`config.mk`:
```
export PLATFORM = sky130hd
export DESIGN_NAME = dmem_arbiter
export DESIGN_NICKNAME = d
export VERILOG_FILES = /design/src/rtl/dmem_arbiter.sv
export SDC_FILE = /design/constraint.sdc
export NUM_CORES = 1
export LEC_CHECK = 0
export ABC_CLOCK_PERIOD_IN_PS = 2800
export CAP_MARGIN = 25
export CORE_AREA = 8 8 136 113
export CTS_BUF_LIST = sky130_fd_sc_hd__clkbuf_16
export DETAILED_ROUTE_END_ITERATION = 7
export DIE_AREA = 0 0 144 121
export GPL_ROUTABILITY_DRIVEN = 0
export PLACE_DENSITY_LB_ADDON = 0.2
export SKIP_LAST_GASP = 1
export SLEW_MARGIN = 25
export SYNTH_ARGS = -nofsm -noshare
export SYNTH_HDL_FRONTEND = slang
export SYNTH_SLANG_ARGS = --single-unit
```
`constraint.sdc`:
```
create_clock -name clk -period 2.8 [get_ports clk]
set_input_delay 0.56 -clock clk [delete_from_list [all_inputs] [get_ports clk]]
set_output_delay 0.56 -clock clk [all_outputs]
set_load 0.05 [all_outputs]
```
`src/rtl/dmem_arbiter.sv`:
```
// Data-memory port arbiter: shares one synchronous-read RAM port between the CPU MEM stage
// and a debug/loader port. The CPU has fixed priority; a starved debug request eventually wins.
module dmem_arbiter #(
  parameter int ADDR_W       = 10,
  parameter int DATA_W       = 32,
  parameter int STARVE_LIMIT = 4
) (
  input  logic              clk,
  input  logic              reset,
  input  logic              cpu_req,
  input  logic              cpu_we,
  input  logic [31:0]       cpu_addr,
  input  logic [DATA_W-1:0] cpu_wdata,
  output logic [DATA_W-1:0] cpu_rdata,
  output logic              cpu_stall,
  input  logic              dbg_req,
  input  logic              dbg_we,
  input  logic [31:0]       dbg_addr,
  input  logic [DATA_W-1:0] dbg_wdata,
  output logic              dbg_ack,
  output logic [DATA_W-1:0] dbg_rdata,
  output logic              mem_en,
  output logic              mem_we,
  output logic [ADDR_W-1:0] mem_addr,
  output logic [DATA_W-1:0] mem_wdata,
  input  logic [DATA_W-1:0] mem_rdata
);

  // state  | meaning
  // IDLE   | arbitrate; stores/debug writes complete here
  // CPU_RD | CPU load data returning from memory
  // DBG_RD | debug read data returning from memory
  typedef enum logic [1:0] {IDLE, CPU_RD, DBG_RD} state_t;

  localparam int CNT_W = $clog2(STARVE_LIMIT + 1);
  localparam logic [CNT_W-1:0] CNT_MAX = CNT_W'(STARVE_LIMIT);

  state_t            state, state_nxt;
  logic [CNT_W-1:0]  starve_cnt, starve_cnt_nxt;
  logic [DATA_W-1:0] cpu_rdata_q, dbg_rdata_q;
  logic              dbg_win;

  // Only the word-address field of the byte addresses reaches the memory.
  logic unused_addr_bits;
  assign unused_addr_bits = ^{cpu_addr[31:ADDR_W+2], cpu_addr[1:0],
                              dbg_addr[31:ADDR_W+2], dbg_addr[1:0]};

  assign dbg_win = dbg_req & (~cpu_req | (starve_cnt == CNT_MAX));

  always_ff @(posedge clk or posedge reset) begin
    if (reset) begin
      state       <= IDLE;
      starve_cnt  <= '0;
      cpu_rdata_q <= '0;
      dbg_rdata_q <= '0;
    end else begin
      state      <= state_nxt;
      starve_cnt <= starve_cnt_nxt;
      if (state == CPU_RD) cpu_rdata_q <= mem_rdata;
      if (state == DBG_RD) dbg_rdata_q <= mem_rdata;
    end
  end

  // Outputs are forced quiet while reset is held, even if requests are still asserted.
  always_comb begin
    state_nxt      = state;
    starve_cnt_nxt = starve_cnt;
    mem_en         = 1'b0;
    mem_we         = 1'b0;
    mem_addr       = '0;
    mem_wdata      = '0;
    cpu_stall      = 1'b0;
    dbg_ack        = 1'b0;
    cpu_rdata      = cpu_rdata_q;
    dbg_rdata      = dbg_rdata_q;
    if (!reset) begin
      case (state)
        IDLE: begin
          if (dbg_win) begin
            mem_en         = 1'b1;
            mem_we         = dbg_we;
            mem_addr       = dbg_addr[ADDR_W+1:2];
            mem_wdata      = dbg_wdata;
            cpu_stall      = cpu_req;
            starve_cnt_nxt = '0;
            if (dbg_we) dbg_ack = 1'b1;
            else        state_nxt = DBG_RD;
          end else if (cpu_req) begin
            mem_en    = 1'b1;
            mem_we    = cpu_we;
            mem_addr  = cpu_addr[ADDR_W+1:2];
            mem_wdata = cpu_wdata;
            if (dbg_req && (starve_cnt != CNT_MAX))
              starve_cnt_nxt = starve_cnt + 1'b1;
            if (!cpu_we) begin
              cpu_stall = 1'b1;
              state_nxt = CPU_RD;
            end
          end
        end
        CPU_RD: begin
          cpu_rdata = mem_rdata;
          state_nxt = IDLE;
        end
        DBG_RD: begin
          dbg_ack   = 1'b1;
          dbg_rdata = mem_rdata;
          cpu_stall = cpu_req;
          state_nxt = IDLE;
        end
        default: state_nxt = IDLE;
      endcase
    end
  end

endmodule

```
Word-level counts from Yosys, hierarchy flattened
Index checks and enable logic that the tools add are counted.

Bitwise gates (word level): 4. Equality and inequality tests: 7. Reductions and logical operators: 6. Muxes and demuxes: 37. $add $sub $neg: 1.

Operators with widths (number): $mux 32 (8); $mux 10 (4); $mux 1 (15); $ne 3x3->1 const B (4); $mux 2 (5); $mux 3 (3); $reduce_and 4->1 (2); $pmux 1 s2 (2); $reduce_bool 2->1 (2); $add 3x1->3 const B (1); $eq 3x3->1 const B (1); $eq 2x1->1 const B (1); $eq 2x2->1 const B (1); $logic_not 2->1 (1); $not 1->1 (2); $and 1x1->1 (1); $logic_and 1x1->1 (1); $or 1x1->1 (1).

Register bits: 69. Output and inout bits: 110. Input bits: 166.

Logic depth before layout (Yosys ltp)
Gate-level depths: netlist of run 1.

Depth in word-level cells: 6. Gate-level depth with buffers: 7. Gate-level depth less buffers: 5.

Worst setup path before layout of run 1
OpenSTA, ideal clock, no wires.

Path type: input port to output port. Start point: in reset. End point: out cpu_rdata[10]. Arrival time: 2.285 ns. Path buffers: 2. Slack: -0.045 ns. Stages: 5. Cells stage by stage: inv_2 -> and2_1 -> buf_6 -> buf_6 -> mux2_4.

Cells in the longest elaborated chain, start to end: 1.

Ends and longest elaborated chain: start: declaration (RTL line 9) `input logic reset,`; $mux 32 (RTL line 76) `if (!reset) begin`; end: declaration (RTL line 14) `output logic [DATA_W-1:0] cpu_rdata,`.

Every way passes these cells.

Worst setup path after layout of run 1
Start point: in reset. End point: out mem_addr[8].

Cells in the longest elaborated chain, start to end: 1.

Ends and longest elaborated chain: $mux 10 (RTL line 76); end: declaration (RTL line 24) `output logic [ADDR_W-1:0] mem_addr,`.

Every way passes these cells.

==> results.yml, run 1 <==
routing:
  via_per_inst: 4.950
  drt_iter0_drc: 249
  firstDrtPassIters: 4
  wl_um: 14560
  wire_per_inst_um: 18.09
  route.vias.total: 3985
  drc: 0
  ant_nets: 0
clock_tree:
  cts_buffers: 9
  root_buffer: "clkbuf_16"
  cts_tree: "built"
  clk_latency_ns: 0.32
  clk_pin_slew_ns: 0.05
  clock_sinks: 69
  ctsHtreeMaxLevel: 3
  cts_hold_buf: 0
  ctsLongestPathBuffers: 2
timing:
  slew_headroom_pct: 40.90
  min_period_over_period_pct: 97.68
  holdWs_ns: 0.4993
  finalSetupViolations: 0
  rsz0062_at_grt: "no"
  skew_ns: 0.004157
  drv_slew: 0
  finalHoldViolCount: 0
  tightest_slew_ns: 0.8865
  worst_slack_ns: 0.06483
  finalSetupTns_ns: 0
  max_freq_mhz: 365.6
  period_needed_ns: 2.735
synthesis:
  netlist.top_cell.by_area: "dfrtp_1"
  synth_common_cells: "98 x mux2_2, 87 x nand3_1, 69 x dfrtp_1, 43 x a21oi_1, 30 x mux2_4"
  synth_seq_cells: 69
  yosys.area.top_type_share_pct: 39.78
  synthesis.area_um2: 4340
  ys_types: 30
  ys_warn_count: 0
  synth_area_leaders: "dfrtp_1 40%, mux2_2 25%, mux2_4 10%, nand3_1 10%, a21oi_1 5.0%"
  yosysSeqAreaShare_pct: 39.78
  synth_most_common_cell: "mux2_2"
  ys_async_sr_fraction_pct: 100.0
  synth_nets: 566
  syn-instance-count: 398
  syn_area_per_cell_um2: 10.91
  synth_edf_count: 0
  synth_ff_type: "dfrtp_1"
floorplan:
  chipHeight_um: 121
  start_util_pct: 32.96
  dieArea_um2: 17420
  pin_count: 276
  die_width_um: 144
  core_area_um2: 13170
  row_count: 38
cells_and_area:
  utilization_pct: 54.00
  regArea_um2: 1727
  nNetsFinal: 788
  fin_cells: 805
  antenna_cells: 0
  drive_gt1_share_pct: 44.48
  multi_input_area_um2: 2410
  syn_to_final_growth_pct: 63.85
  fill_cells: 1161
global_routing:
  gr-total-overflow: 0
  grt_pass1_vias: 4206
  grt_pass1_wl_um: 22270
  grt_max_degree: 71
  antenna_found_initial: 1
  grt_usage_pct: 16.01
pwr:
  pwr_density_cell_nw_per_um2: 992.4
  ir_drop_uv: 743.9
  leakagePower_nw: 3.049
critical_path:
  crit_fanout: 46
  arrival_ns: 2.18
  worstSetupPathType: "primary input to primary output"
  rrSetupSlack_ns: 1.25
  end_kind: "primary output"
  crit_required_ns: 2.24
  critPathLaunchType: "primary input"
placement:
  hpwl_um: 11120
  preCtsSetupSlack_ns: 0.009695
  dp_cells: 789
  portBuffers: 231
worst_hold_path:
  min_path_type: "flop to flop"
job:
  cap_violations: 0
outcome:
  outcome: "complete, no violations"
[metrics by stage]
step / power [W] / area [um^2]
floorplan: 0.004562 / 4343
global placement: 0.005948 / 6820
detailed placement: 0.006025 / 6820
CTS: 0.007153 / 7111
global route: 0.007398 / 7112
finish: 0.007058 / 7112
[path summary, 6_finish.rpt]
check,start,to,depth (start not counted)
worst max-delay path,reset,mem_addr[8],5
worst min-delay path,dbg_rdata_q[30]$_DFF_PP0_,dbg_rdata_q[30]$_DFF_PP0_,1
worst max register to register,state[1]$_DFFE_PP0P_,cpu_rdata_q[0]$_DFF_PP0_,3
worst min register to register,dbg_rdata_q[30]$_DFF_PP0_,dbg_rdata_q[30]$_DFF_PP0_,1
max in group asynchronous,reset,cpu_rdata_q[29]$_DFF_PP0_,3
min in group asynchronous,reset,state[1]$_DFFE_PP0P_,3
[routing by layer]
layer / global-route usage [%] / vias up / part of all wire [%]
met5: 0 / - / 0.055
met4: 3.607 / 2 / 1.2
met3: 4.365 / 13 / 6.3
met2: 27.74 / 134 / 51
met1: 19.38 / 1941 / 42
li1: - / 1895 / -
[state kept, by name (all words and copies together) (netlist names)]
name	count
state	2
cpu_rdata_q	32
starve_cnt	3
dbg_rdata_q	32
[power breakdown]
| group | total, W | switching, W | internal, W |
|---|---|---|---|
| logic | 0.00435 | 0.00255 | 0.00180 |
| registers | 0.00162 | 0.000199 | 0.00142 |
| clock network | 0.00109 | 0.000410 | 0.000684 |
| total | 0.00706 | 0.00316 | 0.00390 |
[logic make-up after synthesis]
group / count (synthesis) / synth area share, %
muxes: 129 / 36.06
DFF: 69 / 39.78
buffers and inverters: 43 / 5.102
adders and majority gates: 2 / 0.5764
AOI/OAI and AO/OA: 50 / 6.313
and+or+nand+nor: 105 / 12.17
[cell usage in the layout, fill, tap and decap left out, drive strengths merged]
master,Yosys,layout
o21a,1,1
nand3,87,87
nor2b,1,1
nor3,3,3
nor2,5,5
a22o,2,2
a31oi,1,1
nand2b,1,1
clkdlybuf4s50,0,121
bufinv,0,1
clkinv,0,4
or4b,1,1
buf,24,129
a211o,1,1
o32ai,1,1
a21bo,1,1
ha,2,2
dfrtp,69,69
mux2,129,129
and2,1,1
clkinvlp,0,1
a21oi,43,43
clkbuf,15,9
and3,1,1
nand2,4,4
or3,1,1
inv,4,5
[what timing repair did]
item                       4_1_cts  5_1_grt
setup endpoints to repair        0       11
resized for setup                0        1
buffers inserted                 0        0
[critical path: stages]
cell and delay (ns):
clkdlybuf4s50_1 0.53, or3_1 0.41, buf_12 0.20, a21oi_1 0.21, buf_4 0.24
[cell type report]
type	count	share of cell area (%)
multi-input combinational	286	33.88
clock buffer	9	3.167
clock inverter	7	0.9148
sequential	69	24.28
inverter	4	0.2463
tap	180	3.167
timing repair buffer	250	34.34
Note: power is estimated with default switching activity, not from simulation.
==> run 2, diff against run 1 <==
- TNS_END_PERCENT: not set -> 1
==> run 2 against run 1 <==
Non-clock buffer count stayed put. Die area stayed put. Cell count stayed put. Routed wire length is 0.12% lower. Largest cell class unchanged. Critical path type unchanged. Register-to-register slack hardly changed. Total power hardly changed. Combinational power hardly changed.
==> results.yml, run 2 (synthesized netlist as in run 1, its figures left out) <==
outcome:
  outcome: "complete, no violations"
clock_tree:
  cts_tree: "built"
  postCtsSetupBuffers: 0
  cts_resized: 0
  clk_pin_slew_ns: 0.05
  cts_buffers: 9
  clock_sinks: 69
  ctsHtreeMaxLevel: 3
  root_buffer: "clkbuf_16"
  ctsLongestPathBuffers: 2
  clk_latency_ns: 0.32
timing:
  worst_slack_ns: 0.02339
  rsz0062_at_grt: "yes"
  finalSetupViolations: 0
  min_period_over_period_pct: 99.16
  finalHoldViolCount: 0
  holdWs_ns: 0.4993
  tightest_slew_ns: 0.8867
  drv_slew: 0
  slew_headroom_pct: 40.89
  period_needed_ns: 2.777
  max_freq_mhz: 360.2
  skew_ns: 0.003961
routing:
  wl_um: 14550
  route.vias.total: 3999
  firstDrtPassIters: 4
  ant_nets: 0
  via_per_inst: 4.968
  drt_iter0_drc: 249
  drc: 0
  wire_per_inst_um: 18.07
critical_path:
  rrSetupSlack_ns: 1.25
  end_kind: "primary output"
  regToRegStartpoint: "state[1]$_DFFE_PP0P_"
  worstRegToRegCells: 3
  worstSetupPathType: "primary input to primary output"
  crit_fanout: 9
  critPathLaunchType: "primary input"
  reg2reg_to: "dbg_rdata_q[23]$_DFF_PP0_"
  arrival_ns: 2.22
  crit_required_ns: 2.24
cells_and_area:
  final_area_um2: 7111
  fill_cells: 1159
  syn_to_final_growth_pct: 63.82
  top_regs: "cpu_rdata_q: 32 flops, dbg_rdata_q: 32 flops, starve_cnt: 3 flops"
  nNetsFinal: 788
  layout_common_cells: "121 x clkdlybuf4s50_1, 108 x buf_4, 98 x mux2_2"
  final_common_cell: "clkdlybuf4s50_1"
  drive_gt1_share_pct: 44.48
  fin_cells: 805
  antenna_cells: 0
floorplan:
  chipHeight_um: 121
  pin_count: 276
  die_width_um: 144
  start_util_pct: 32.96
  core_area_um2: 13170
  row_count: 38
  dieArea_um2: 17420
placement:
  preCtsSetupSlack_ns: 0.009695
  dp_cells: 789
  hpwl_um: 11120
  place_area_um2: 6820
  portBuffers: 231
worst_hold_path:
  min_to: "dbg_rdata_q[30]$_DFF_PP0_"
  hp-start: "dbg_rdata_q[30]$_DFF_PP0_"
  whs_path_depth: 1
  min_path_type: "flop to flop"
pwr:
  p_switching_w: 0.003161
  pwr_density_cell_nw_per_um2: 992.5
  p_total_w: 0.007057
  intPower_w: 0.003897
  leakagePower_nw: 3.048
  power.share.clock_pct: 15.5
  ir_drop_uv: 744.0
  switching_share_pct: 44.79
  seq_power_share_pct: 22.9
  power_frac_comb_pct: 61.6
global_routing:
  gr-total-overflow: 0
  grt_max_degree: 71
  grt_pass1_wl_um: 22270
  grt_usage_pct: 16.01
  antenna_found_initial: 1
  grt_pass1_vias: 4206
job:
  cap_violations: 0
## run 2: cell count changes in the layout (fill, tap and decap cells not counted)
cell,delta
and2_2,+1
and2_4,-1
## run 2: what timing repair did
| action | CTS | global route |
|---|---|---|
| endpoints found under the hold margin | 0 | 0 |
| hold buffers | 0 | 0 |
| endpoints found under the setup margin | 0 | 11 |
## run 2: layer usage
layer	wire, um	up-vias	global-route usage (%)
li1	-	1894	-
met1	6026	1951	19.38
met2	7431	137	27.74
met3	905	15	4.365
met4	175	2	3.607
met5	8	-	0
## run 2: how the worst max path moves through the flow
stage                        from       endpoint  slack [ns]
final                       reset  cpu_rdata[17]        0.02
after CTS                   reset  cpu_rdata[17]       0.008
after floorplan           cpu_req  mem_wdata[10]        0.17
after detailed placement    reset  cpu_rdata[17]        0.01
after global placement      reset  cpu_rdata[17]        0.05
after global routing        reset  cpu_rdata[17]       -0.04
## run 2: through the flow
stage,setup TNS [ns],util [%]
floorplan,0,-
global placement,0,51.79
detailed placement,0,51.79
CTS,0,53.99
global route,-0.2893,53.99
finish,0,53.99
## run 2: final cells by class
class / count / area [um^2] / area share (%)
clock buffer: 9 / 225.2 / 3.167
multi-input combinational: 286 / 2409 / 33.87
timing repair buffer: 250 / 2442 / 34.35
tap: 180 / 225.2 / 3.167
inverter: 4 / 17.52 / 0.2463
sequential: 69 / 1727 / 24.28
clock inverter: 7 / 65.06 / 0.9150
## run 2: power by group through the flow
stage          clock (W)  sequential [W]  combinational, W
3_5_place_dp           0         0.00164           0.00439
5_1_grt          0.00119         0.00167           0.00454
2_1_floorplan          0         0.00157           0.00299
3_3_place_gp           0         0.00161           0.00434
6_report         0.00109         0.00162           0.00435
4_1_cts          0.00113         0.00162           0.00440
## run 2: critical path, stage by stage
cell and delay (ns):
clkdlybuf4s50_1 0.53, inv_4 0.09, and2_2 0.27, buf_4 0.27, mux2_4 0.34, buf_12 0.15
==> run 3, diff against run 2 <==
- SKIP_LAST_GASP: 1 -> not set
==> results of run 3 <==
Same layout as run 1: the final DEF is identical, and so are final timing and power.
==> edit: new RTL, config.mk and constraints of run 1 <==
Reset style: synchronous (`reset`), changed in one clocked block.
--- a/src/rtl/dmem_arbiter.sv
+++ b/src/rtl/dmem_arbiter.sv
@@ -49,3 +49,3 @@
 
-  always_ff @(posedge clk or posedge reset) begin
+  always_ff @(posedge clk) begin
     if (reset) begin
Check against the original RTL: differs if reset is asserted again (counterexample within 4 cycles, from zero or initial values and one cycle with reset high); with reset held inactive, the same outputs for 4 cycles.
==> edit against run 1 <==
- design area is 6.3% lower
- routed wire length is 9.4% higher
- area after synthesis is 5.1% lower
- worst setup slack better by 0.97 ps
- count of clock-buffer cells in the layout stayed put
- sequential share of layout area is 3.5 points lower
- non-clock buffer count is 4 lower
- sequential cell count stayed put
- critical path type unchanged
- critical endpoint is now mem_wdata[24]
- largest cell class is now multi-input combinational cells
- highest routed layer is now met4
Power is not compared: it rests on default switching activity, and its combinational part moved more than twofold at a synthesized area within 25%.
==> edit: results (changes against run 1) <==
synth-main-ff-cell: "dfxtp_1"
synth_top_area_share_pct: 33.55  # -6.2 points
synth_compound_area_share_pct: 14.25  # +7.9 points
cpPeakStageDelay_ps: 480  # -50 ps
numCtsBuffers: 9  # unchanged
r2r-end: "starve_cnt[1]"
post_cts_buffers: 0  # unchanged
worst_r2r_path_depth: 6  # +3
rrSetupSlack_ps: 1200  # -50 ps
syn-num-nets: 714  # +26%
synth_area_leaders: "dfxtp_1, mux2_1, nand2_1"
first_pass_iters: 5  # +1
drive_gt1_share_pct: 19.76  # -25 points
muxShareOfSynthArea_pct: 17.75  # -18 points
fillCellCount: 1277  # +10%
grt_pass1_vias: 4625  # +10%
powerDensity_nw_per_um2: 466.7
synth_common_cells: "nand2_1, dfxtp_1, a21oi_1"
drt_iter0_markers: 306  # +23%
grt_usage_pct: 17.52  # +1.5 points
ys_seq_area_share_pct: 33.55  # -6.2 points
outcome: "finished, final reports clean"
synth_adder_area_share_pct: 0.6077  # +0.031 points
holdPathStages: 2  # +1
r2r-start: "starve_cnt[0]"
hp-start: "dbg_rdata_q[22]"
synth.distinct_cells: 30  # unchanged
reg.largest.list: "cpu_rdata_q: 32 flops, dbg_rdata_q: 32 flops, starve_cnt: 3 flops"
clk_latency_ps: 330
grt_max_degree: 89  # +25%
io_buffers: 231  # unchanged
ys_async_sr_fraction_pct: 0  # -100 points
grt_pass1_wl_um: 24520  # +10%
worstPathMaxFanout: 42  # -8.7%
dp.final_hpwl_um: 11360  # +2.2%
antenna_found_initial: 0  # -1
vias: 4661  # +17%
slew_headroom_pct: 67.28  # +26 points
wirelength_um: 15940  # +9.4%
final_nets: 912  # +16%
hold_end: "dbg_rdata_q[22]"
skew_ps: 5.527  # +1.370 ps
-- edit: worst reg2reg max path, cell delays in order (launching register included) --
cell and delay, ps:
dfxtp_1 370, inv_1 60, ha_1 210, a21bo_1 230, buf_12 180, or3_1 350, a21oi_1 130
-- edit: layer usage --
layer / vias to the layer above / global-route usage (%) / routed length (um)
met1: 2203 / 20.35 / 6560
met4: 0 / 3.607 / 173
met5: - / 0 / 0
met3: 16 / 4.915 / 986
li1: 2311 / - / -
met2: 131 / 31.38 / 8219
-- edit: through the flow --
step           cells  cell area, um2  hold slack [ps]  setup WS, ps  utilization [%]
2_1_floorplan    546            4118            432.2         78.36                -
3_3_place_gp     913            6347            437.8         115.8            48.19
3_5_place_dp     913            6347            442.2         84.39            48.19
4_1_cts          929            6661            449.6         84.37            50.58
5_1_grt          929            6661            463.1         41.68            50.58
6_report         929            6661            448.7         65.80            50.58
-- edit: how the worst max path moves through the flow --
stage | startpoint | end | slack (ps) | cells past startpoint
finish | cpu_req | mem_wdata[24] | 70 | 6
global route | cpu_req | mem_wdata[24] | 40 | 6
CTS | cpu_req | cpu_stall | 80 | 6
detailed placement | cpu_req | cpu_stall | 80 | 6
global placement | cpu_req | cpu_stall | 120 | 6
floorplan | reset | mem_we | 80 | 5
-- edit: report_power, final --
part	switching, mW	internal (mW)
registers	0.0152	1.01
logic	0.539	0.350
clock network	0.418	0.774
-- edit: logic make-up after synthesis --
kind of cell	Yosys count
adder cells (fa/ha/maj)	2
multiplexers	65
AO/OA/AOI/OAI	114
flip-flops	69
buffers and inverters	63
AND/OR/NAND/NOR	233
-- edit: cell type report --
type                       instances  area share [%]
multi-input combinational        414           36.87
timing repair buffer             246           34.07
sequential                        69           20.74
clock buffer                       9           3.381
tap                              180           3.381
clock inverter                     7           1.334
inverter                           4          0.2254
